**src/rtl/song_note_sequencer.sv**
```systemverilog
// Square-wave song sequencer: walks a registered note ROM and emits one 8-bit
// sample per sample period, with play/stop control and busy/done status.
module song_note_sequencer #(
  parameter int SAMPLE_DIV  = 12500,
  parameter int DUR_SAMPLES = 800,
  parameter int ADDR_W      = 6
) (
  input  logic              clk,
  input  logic              reset,
  input  logic              play,
  input  logic              stop,
  input  logic [6:0]        volume,
  output logic [ADDR_W-1:0] note_addr,
  input  logic [11:0]       note_data,
  output logic [7:0]        music_data,
  output logic              sample_valid,
  output logic              busy,
  output logic              done
);

  localparam int DIV_W    = $clog2(SAMPLE_DIV);
  localparam int DUR_BITS = $clog2(15 * DUR_SAMPLES + 1);
  localparam int DUR_W    = (DUR_BITS > 14) ? DUR_BITS : 14;

  typedef enum logic [2:0] {IDLE, FETCH, LOAD, PLAY, DONE} state_t;

  state_t            state, state_next;
  logic [DIV_W-1:0]  div_cnt;
  logic              tick;
  logic [7:0]        half_per;
  logic [7:0]        ph_cnt;
  logic              phase;
  logic [DUR_W-1:0]  dur_cnt;
  logic              note_end;
  logic              last_addr;

  // Midscale +/- volume, clamped to the 8-bit sample range; a zero
  // half-period is a rest and stays at midscale.
  function automatic logic [7:0] square_sample(input logic [7:0] hp,
                                               input logic       ph,
                                               input logic [6:0] vol);
    logic signed [9:0] mid;
    logic signed [9:0] amp;
    logic signed [9:0] s;
    mid = 10'sd128;
    amp = signed'({3'b000, vol});
    if (hp == 8'd0)
      s = mid;
    else if (ph)
      s = mid + amp;
    else
      s = mid - amp;
    if (s > 10'sd255)
      s = 10'sd255;
    else if (s < 10'sd0)
      s = 10'sd0;
    return s[7:0];
  endfunction

  assign tick      = (div_cnt == DIV_W'(SAMPLE_DIV - 1));
  assign note_end  = tick && (dur_cnt == DUR_W'(1));
  assign last_addr = (note_addr == {ADDR_W{1'b1}});
  assign busy      = (state != IDLE);
  assign done      = (state == DONE);

  always_ff @(posedge clk) begin
    if (reset || tick)
      div_cnt <= '0;
    else
      div_cnt <= div_cnt + 1'b1;
  end

  always_ff @(posedge clk) begin
    if (reset)
      state <= IDLE;
    else
      state <= state_next;
  end

  always_comb begin
    state_next = state;
    case (state)
      IDLE:  if (play && !stop) state_next = FETCH;
      FETCH: state_next = LOAD;
      LOAD:  state_next = (note_data[11:8] == 4'd0) ? DONE : PLAY;
      PLAY:  if (note_end) state_next = last_addr ? DONE : FETCH;
      DONE:  state_next = IDLE;
      default: state_next = IDLE;
    endcase
    if (stop && state != IDLE)
      state_next = IDLE;
  end

  // Note datapath: load on LOAD, advance phase/duration on each PLAY tick.
  always_ff @(posedge clk) begin
    if (reset) begin
      note_addr    <= '0;
      half_per     <= '0;
      ph_cnt       <= '0;
      phase        <= 1'b0;
      dur_cnt      <= '0;
      music_data   <= 8'd128;
      sample_valid <= 1'b0;
    end else begin
      sample_valid <= 1'b0;
      if (stop && state != IDLE) begin
        music_data <= 8'd128;
      end else begin
        case (state)
          IDLE: begin
            music_data <= 8'd128;
            if (play && !stop)
              note_addr <= '0;
          end
          LOAD: begin
            if (note_data[11:8] != 4'd0) begin
              half_per <= note_data[7:0];
              dur_cnt  <= DUR_W'(note_data[11:8]) * DUR_W'(DUR_SAMPLES);
              ph_cnt   <= '0;
              phase    <= 1'b1;
            end
          end
          PLAY: begin
            if (tick) begin
              music_data   <= square_sample(half_per, phase, volume);
              sample_valid <= 1'b1;
              if (ph_cnt + 8'd1 == half_per) begin
                ph_cnt <= '0;
                phase  <= ~phase;
              end else begin
                ph_cnt <= ph_cnt + 8'd1;
              end
              dur_cnt <= dur_cnt - 1'b1;
              if (note_end && !last_addr)
                note_addr <= note_addr + 1'b1;
            end
          end
          DONE: music_data <= 8'd128;
          default: ;
        endcase
      end
    end
  end

endmodule

```
**config.mk**
```make
export PLATFORM = sky130hd
export DESIGN_NAME = song_note_sequencer
export DESIGN_NICKNAME = d
export VERILOG_FILES = /design/src/rtl/song_note_sequencer.sv
export SDC_FILE = /design/constraint.sdc
export NUM_CORES = 1
export LEC_CHECK = 0
export CAP_MARGIN = 5
export CORE_MARGIN = 2
export CORE_UTILIZATION = 57
export DETAILED_ROUTE_END_ITERATION = 8
export GPL_TIMING_DRIVEN = 0
export PLACE_DENSITY_LB_ADDON = 0.3
export REMOVE_ABC_BUFFERS = 1
export SLEW_MARGIN = 20
export SYNTH_ARGS = -nofsm -noshare
export SYNTH_HDL_FRONTEND = slang
export SYNTH_SLANG_ARGS = --single-unit
export TNS_END_PERCENT = 5
```
**constraint.sdc**
```tcl
create_clock -name clk -period 3 [get_ports clk]
set_clock_uncertainty 0.05 [all_clocks]
set_input_delay 0.6 -clock clk [delete_from_list [all_inputs] [get_ports clk]]
set_output_delay 0.6 -clock clk [all_outputs]
set_load 0.02 [all_outputs]
```
## Word-level counts from Yosys, hierarchy flattened

Cells that the tools add are included.

- Bits in registers: 63
- Output and inout bits: 17
- Logic and storage cells: 90

- Add/subtract/negate cells: 6
- Multiply operators: 1
- Magnitude comparators: 2
- Eq/ne operators: 14
- Mux-type cells: 31
- Bitwise gates (word level): 3
- Reductions and logical operators: 24

Operators by type and width:

| cell | number |
|---|---|
| two-way mux 10 bit | 6 |
| two-way mux 8 bit | 6 |
| case mux 8 bit (2 select lines) | 2 |
| two-way mux 14 bit | 2 |
| case mux 14 bit (2 select lines) | 1 |
| two-way mux 6 bit | 3 |
| adder 14 x 1 -> 14 bit (second input constant) | 1 |
| == test 14 x 1 -> 1 bit (second input constant) | 1 |
| == test 14 bit (second input constant) | 1 |
| subtractor 14 x 1 -> 14 bit (second input constant) | 1 |
| two-way mux 3 bit | 4 |
| inequality test 2 bit (second input constant) | 6 |
| case mux 3 bit (4 select lines) | 1 |
| case mux 6 bit (2 select lines) | 1 |
| greater-than comparator 10 x 9 -> 1 bit (second input constant) | 1 |
| less-than comparator 10 x 1 -> 1 bit (second input constant) | 1 |
| AND reduction 5 bit | 2 |
| adder 8 x 7 -> 9 bit (first input constant) | 1 |
| multiplier 4 x 5 -> 9 bit (second input constant) | 1 |
| subtractor 8 x 7 -> 9 bit (first input constant) | 1 |
| adder 8 x 1 -> 8 bit (second input constant) | 1 |
| == test 8 bit | 1 |
| zero test 8 bit | 1 |
| adder 6 x 1 -> 6 bit (second input constant) | 1 |
| 20 further kinds | 34 |

## Depth between registers and ports, before layout

Gate-level depths: netlist of the first run.

- Word-level depth: 12
- Gate-level depth with buffers: 10
- Gate-level depth less buffers: 9

## Worst setup path after synthesis of the first run

Ideal clock, no wire load.

- Path kind: in2reg
- From: input note_data[8]
- To: register dur_cnt[13]
- Library setup time: 0.132 ns
- Arrival: 2.069 ns
- Required time: 2.818 ns
- Slack: 0.749 ns
- Stages on the path: 9
- Cells stage by stage: inv_1 > ha_1 > ha_1 > fa_1 > a31oi_1 > xor2_1 > nor2_1 > o21ai_0 > a21oi_1

- Cells in the longest elaborated chain, start to end: 3

Ends and longest elaborated chain:

| item | RTL line | text |
|---|---|---|
| start: declaration | 14 | `input logic [11:0] note_data,` |
| multiplier 4 x 5 -> 9 bit or nonzero test 4 bit (tied branches) | 118, 116 |  |
| two-way mux 14 bit or inequality test 2 bit (tied branches) | n/a |  |
| case mux 14 bit (2 select lines) or AND reduction 4 bit (tied branches) | n/a |  |
| end signal: assignment | 118 | `dur_cnt <= DUR_W'(note_data[11:8]) * DUR_W'(DUR_SAMPLES);` |
| end signal: assignment | 133 | `dur_cnt <= dur_cnt - 1'b1;` |
| end: declaration | 33 | `logic [DUR_W-1:0] dur_cnt;` |

Parallel ways exist; a longest one is shown, timed or not. The select of a mux whose other input is x is not followed.
A chain may end at the register's enable or synchronous reset.

## Worst setup path in the final report of the first run

- From: input note_data[10]
- To: register dur_cnt[10]

Same word-level chain as after synthesis.

==> impl_metrics.csv, run 1 <==
group,metric,value,unit
logic_synthesis,ys_seq_area_share,34.7,%
setup_path,end_kind,"flip-flop",
power,peakVddDrop,0.000314,V
sta,finalMaxSlewViolations,0,
placed_design,place_area,3960,um2
setup_path,worstSetupPathType,"input pin to flip-flop",
clock_network,cts-root-buf,"clkbuf_8",
sta,finalCriticalPeriod,2.81,ns
sta,setup_violations,0,
logic_synthesis,synthCells,448,
logic_synthesis,avgSynthCellArea,8.11,um2
layout,final_util,66.7,%
global_routing,grt_pass1_wl,13.8,mm
layout,final_nets,517,
setup_path,cp.arrival,2.95,ns
hold_path,min_to,"music_data[5]",
sta,finalHoldViolations,0,
logic_synthesis,yosys.area_share.adder,6.41,%
logic_synthesis,synth_top_cell_by_area,"dfxtp_1",
drt,wirelength,7.81,mm
sta,relSlewSlack,45.3,%
logic_synthesis,synth_top_family_by_area,"simple AND/OR/NAND/NOR gates",
logic_synthesis,synth_mux_area_share,0.310,%
setup_path,required,3.14,ns
clock_network,cts_setup_buffers,0,
power,powerDensity,445,nW/um2
layout,area_delta_synth_final,14.6,%
logic_synthesis,synth_compound_area_share,17.3,%
drt,drtIter0Drc,181,
global_routing,gr-usage-all-layers,23.6,%
clock_network,clk_path_buf_depth,2,
logic_synthesis,ys_ff_latch,63,
floorplanning,die_x,83.8,um
logic_synthesis,netlist_top_cells_count,"63 x dfxtp_1, 59 x nand2_1, 46 x nor2_1",
drt,via_per_inst,5.89,
power,leakagePower,1.47,nW
hold_path,hp-class,"flip-flop to flip-flop",
logic_synthesis,synth_top_area_share,34.7,%
global_routing,grt_start_max_net_pins,31,
floorplanning,io-pin-count,40,
layout,fillers,549,
drt,route.detailed.drc,0,
placed_design,hpwlAfterDp,5.59,mm
logic_synthesis,ys_top_cells_by_area,"dfxtp_1 35%, nand2_1 6.1%, ha_1 5.9%",
layout,num_antenna_cells,0,
hold_path,min_from,"music_data[5]",
run,drv_cap,0,
setup_path,cp_max_fo,19,
sta,fmax,0.356,GHz
drt,wl_per_cell,14.0,um
global_routing,antenna_found_initial,0,
clock_network,cts.sinks,63,
logic_synthesis,synth_most_common_cell,"dfxtp_1",
logic_synthesis,syn_area,3630,um2
sta,timing.hold.ws,0.407,ns
logic_synthesis,synth-main-ff-cell,"dfxtp_1",
placed_design,gp_congestion,0.889,
clock_network,htree_num_levels,3,
floorplanning,initial_core_util,58.2,%
logic_synthesis,yosys.area_share.simple,26.5,%
run_status,outcome,"finished, final reports clean",
placed_design,portBuffers,39,
floorplanning,core_area,6240,um2
logic_synthesis,yosys.area_share.xor_xnor,8.92,%
logic_synthesis,yosysWarnings,0,
setup_path,critPathMaxStageDelay,0.72,ns
drt,drtPass1Iterations,5,
clock_network,clk_pin_slew,0.06,ns
clock_network,clkLatencyLatePin,0.33,ns
global_routing,grt_pass1_vias,3142,
setup_path,reg2reg_slack,0.50,ns
hold_path,whs_path_depth,2,
layout,drive_gt1_share,6.24,%
logic_synthesis,synth_edf_count,0,
setup_path,r2r_cells,7,
setup_path,crit_slowest_cell,"o2111a_1",
floorplanning,die-area,7030,um2
setup_path,crit_chain,"clkdlybuf4s50_1, inv_1, ha_1, a31oi_1, o2111a_1, o21ai_0, a22oi_1, a21oi_1",
sta,rsz0062_at_grt,"no",
sta,worstMarginPinSlew,0.821,ns
setup_path,start_kind,"input pin",
clock_network,cts-resized-gates,0,
setup_path,rr_endpoint,"dur_cnt[10]",
clock_network,hold_buffers,0,
clock_network,cts_tree,"built",
logic_synthesis,async_flop_share,0,%
sta,min_period_over_period,93.7,%
logic_synthesis,yosysUniqueCellTypes,57,
floorplanning,die_y,83.8,um
layout,fin_area,4160,um2
global_routing,grt_overflow,0,
drt,via_count,3289,
floorplanning,row_count,29,
setup_path,r2r-start,"div_cnt[0]",
clock_network,cts_inserted_buffers,9,
drt,antenna_left,0,
## layout make-up
class                           count  area [um2]  area share, %
Clock buffer                       10         138           3.31
Tap cell                           77        96.3           2.32
Multi-Input combinational cell    348        2160           52.0
Sequential cell                    63        1260           30.3
Inverter                           15        56.3           1.35
Timing Repair Buffer               39         385           9.26
Clock inverter                      6        60.1           1.44
## metal layers
| layer | GRT usage, % | routed length [um] |
|---|---|---|
| met2 | 38.5 | 3710 |
| met4 | 8.80 | 82 |
| met5 | 0 | 0 |
| met1 | 31.3 | 3690 |
| met3 | 4.25 | 325 |
## sequential cells by signal (all words and copies together) (netlist names)
register / flops
ph_cnt: 8
half_per: 8
sample_valid: 1
note_addr: 6
div_cnt: 14
state: 3
dur_cnt: 14
phase: 1
music_data: 8
## report_power, final
part	internal (mW)	switching, mW	leakage [nW]
registers	0.853	0.0222	0.509
logic	0.104	0.137	0.866
clock network	0.402	0.331	0.0981
## through the flow
step	setup TNS [ns]	instances	power, mW	worst slack (ns)
after floorplan	0	426	1.04	0.739
after global placement	-0.740	542	1.13	-0.171
after detailed placement	-1.22	542	1.13	-0.197
after CTS	0	558	1.87	0.162
after global routing	0	558	1.94	0.0141
final	0	558	1.85	0.188
## placed cells by master, fill, tap and decap left out, drive strengths merged, types with 6 or more instances in the layout
cell / count
dfxtp: 63
nand2: 59
nor2: 46
a21oi: 39
clkdlybuf4s50: 38
nand3: 20
nor3: 20
xor2: 19
o21ai: 18
xnor2: 18
ha: 17
inv: 15
nand4: 12
a31oi: 11
clkbuf: 10
nor4: 7
or3: 6
o211ai: 6
## worst max-delay path by stage
| stage | slack (ns) | end | startpoint | cells past startpoint |
|---|---|---|---|---|
| finish | 0.19 | dur_cnt[10] | note_data[10] | 8 |
| floorplan | 0.74 | dur_cnt[13] | note_data[8] | 9 |
| CTS | 0.16 | dur_cnt[10] | note_data[10] | 8 |
| detailed placement | -0.20 | dur_cnt[10] | note_data[10] | 8 |
| global placement | -0.17 | dur_cnt[10] | note_data[10] | 8 |
| global route | 0.01 | dur_cnt[10] | note_data[10] | 8 |
## worst max-delay path, delay by kind of cell
| family | cells | cell delay, ns |
|---|---|---|
| fa+ha+maj | 1 | 0.21 |
| buf+inv | 2 | 0.62 |
| compound gates | 5 | 1.51 |
## logic make-up after synthesis
| family | Yosys count |
|---|---|
| AO/OA/AOI/OAI | 96 |
| buffers and inverters | 37 |
| adder cells (fa/ha/maj) | 18 |
| multiplexers | 1 |
| AND/OR/NAND/NOR | 196 |
| flip-flops | 63 |
| XOR/XNOR | 37 |
(Power assumes the default switching activity.)
==> run 2, diff against run 1 <==
--- a/config.mk
+++ b/config.mk
@@ -7,7 +7,7 @@
 export LEC_CHECK = 0
 export CAP_MARGIN = 5
 export CORE_MARGIN = 2
-export CORE_UTILIZATION = 57
+export CORE_UTILIZATION = 27
 export DETAILED_ROUTE_END_ITERATION = 8
 export GPL_TIMING_DRIVEN = 0
 export PLACE_DENSITY_LB_ADDON = 0.3
==> run 2 against run 1 <==
Against the previous run:
- wire length increased by 12%
- critical endpoint is now dur_cnt[13]
- clock-buffer cell count unchanged
- global-route usage fell by 11 points
- maximum frequency grew 2.4%
- hold slack gained 0.00066 ns
==> impl_metrics.csv, run 2 (synthesis results as in run 1) <==
group,metric,value,unit
power,swShare,24.0,%
floorplanning,io-pin-count,40,
power,p_int,1.71,mW
placed_design,gp_congestion,0.852,
layout,final_common_cell,"dfxtp_1",
power,powerDensity,509,nW/um2
setup_path,cpMostUsedCell,"ha_1",
floorplanning,row_count,42,
floorplanning,initial_core_util,27.5,%
drt,antenna_left,0,
run_status,outcome,"finished, final reports clean",
clock_network,clkLatencyLatePin,0.33,ns
floorplanning,die_y,120,um
layout,top_regs,"div_cnt: 14 flops, dur_cnt: 14 flops",
setup_path,critPathMaxStageDelay,0.55,ns
setup_path,cp_max_fo,4,
sta,setup_violations,0,
sta,min_period_over_period,91.5,%
sta,timing.hold.ws,0.408,ns
power,switchingPower,0.539,mW
layout,fin_area,4410,um2
layout,area_delta_synth_final,21.5,%
drt,drtIter0Drc,178,
global_routing,gr-usage-all-layers,13.0,%
placed_design,hpwlAfterDp,6.16,mm
layout,final_nets,517,
setup_path,reg2reg_slack,0.60,ns
power,p_clk_share,49.9,%
sta,finalHoldViolations,0,
setup_path,worstSetupPathType,"input pin to flip-flop",
hold_path,hp-class,"flip-flop to flip-flop",
drt,via_count,3245,
power,finalPower,2.24,mW
global_routing,grt_start_max_net_pins,31,
floorplanning,die-area,14400,um2
layout,fillers,1341,
run,drv_cap,0,
clock_network,cts-root-buf,"clkbuf_16",
drt,wirelength,8.73,mm
power,peakVddDrop,0.000258,V
clock_network,htree_num_levels,3,
global_routing,grt_overflow,0,
sta,finalCriticalPeriod,2.75,ns
power,leakagePower,1.54,nW
setup_path,crit_chain,"clkdlybuf4s50_1, inv_1, ha_1, ha_1, fa_1, a31oi_1, xor2_1, nor2_1, o21ai_0, a21oi_1",
clock_network,cts.sinks,63,
sta,rsz0062_at_grt,"no",
drt,drtPass1Iterations,4,
drt,via_per_inst,4.94,
clock_network,cts_tree,"built",
setup_path,crit_slowest_cell,"clkdlybuf4s50_1",
clock_network,clk_pin_slew,0.05,ns
setup_path,crit_family,"adder cells",
clock_network,cts_inserted_buffers,9,
sta,finalMaxSlewViolations,0,
sta,worstMarginPinSlew,0.868,ns
sta,fmax,0.364,GHz
power,p_seq_share,39.1,%
layout,num_antenna_cells,0,
setup_path,cp.arrival,2.88,ns
global_routing,grt_pass1_vias,3161,
clock_network,hold_buffers,0,
floorplanning,core_area,13200,um2
floorplanning,die_x,120,um
setup_path,end_kind,"flip-flop",
setup_path,required,3.13,ns
drt,route.detailed.drc,0,
clock_network,clk_path_buf_depth,2,
setup_path,start_kind,"input pin",
global_routing,antenna_found_initial,0,
placed_design,portBuffers,39,
drt,wl_per_cell,13.3,um
power,comb_power_share,11.0,%
setup_path,worst-path-buf-inv,2,
layout,drive_gt1_share,6.44,%
layout,final_cell_mix,"63 x dfxtp_1, 59 x nand2_1, 46 x nor2_1",
placed_design,place_area,4090,um2
sta,relSlewSlack,42.1,%
global_routing,grt_pass1_wl,15.2,mm
## run 2: path summary, 6_finish.rpt
path,startpoint,to,depth (start not counted)
setup / recovery,note_data[8],dur_cnt[13],10
hold / removal,music_data[6],music_data[6],2
setup reg to reg,ph_cnt[0],phase,7
hold reg to reg,music_data[6],music_data[6],2
## run 2: area by class of cell
type | count | area [um2] | area share (%)
Inverter | 15 | 56.3 | 1.28
Multi-Input combinational cell | 348 | 2170 | 49.1
Timing Repair Buffer | 39 | 385 | 8.74
Sequential cell | 63 | 1260 | 28.6
Clock buffer | 10 | 239 | 5.42
Tap cell | 176 | 220 | 4.99
Clock inverter | 6 | 83.8 | 1.90
## run 2: stage by stage
step | setup slack [ns] | util [%] | instances | TNS (ns)
2_1_floorplan | 0.739 | - | 426 | 0
4_1_cts | 0.148 | 33.4 | 657 | 0
3_3_place_gp | -0.301 | 31.0 | 641 | -1.98
5_1_grt | 0.114 | 33.4 | 657 | 0
6_report | 0.255 | 33.4 | 657 | 0
3_5_place_dp | -0.205 | 31.0 | 641 | -1.27
## run 2: power groups by stage
stage	clock network [mW]	logic, mW	registers [mW]
4_1_cts	1.15	0.248	0.877
3_3_place_gp	0	0.243	0.894
5_1_grt	1.19	0.279	0.880
2_1_floorplan	0	0.152	0.892
6_report	1.12	0.247	0.877
3_5_place_dp	0	0.246	0.895
## run 2: metal layers
layer	wire, um	vias to the layer above	GRT usage, %
met2	3830	74	19.1
met4	91	0	5.88
met1	4380	1501	17.7
li1	-	1662	-
met5	0	-	0
met3	424	8	3.61
## run 2: timing repair
action | CTS | global route
buffers inserted | 0 | 0
endpoints found under the setup margin | 0 | 2
resized for setup | 0 | 1
## run 2: worst min-delay path, stage by stage, from the launching register on
cell and delay [ns]:
dfxtp_1 0.31, nand2_1 0.05, a21oi_1 0.05
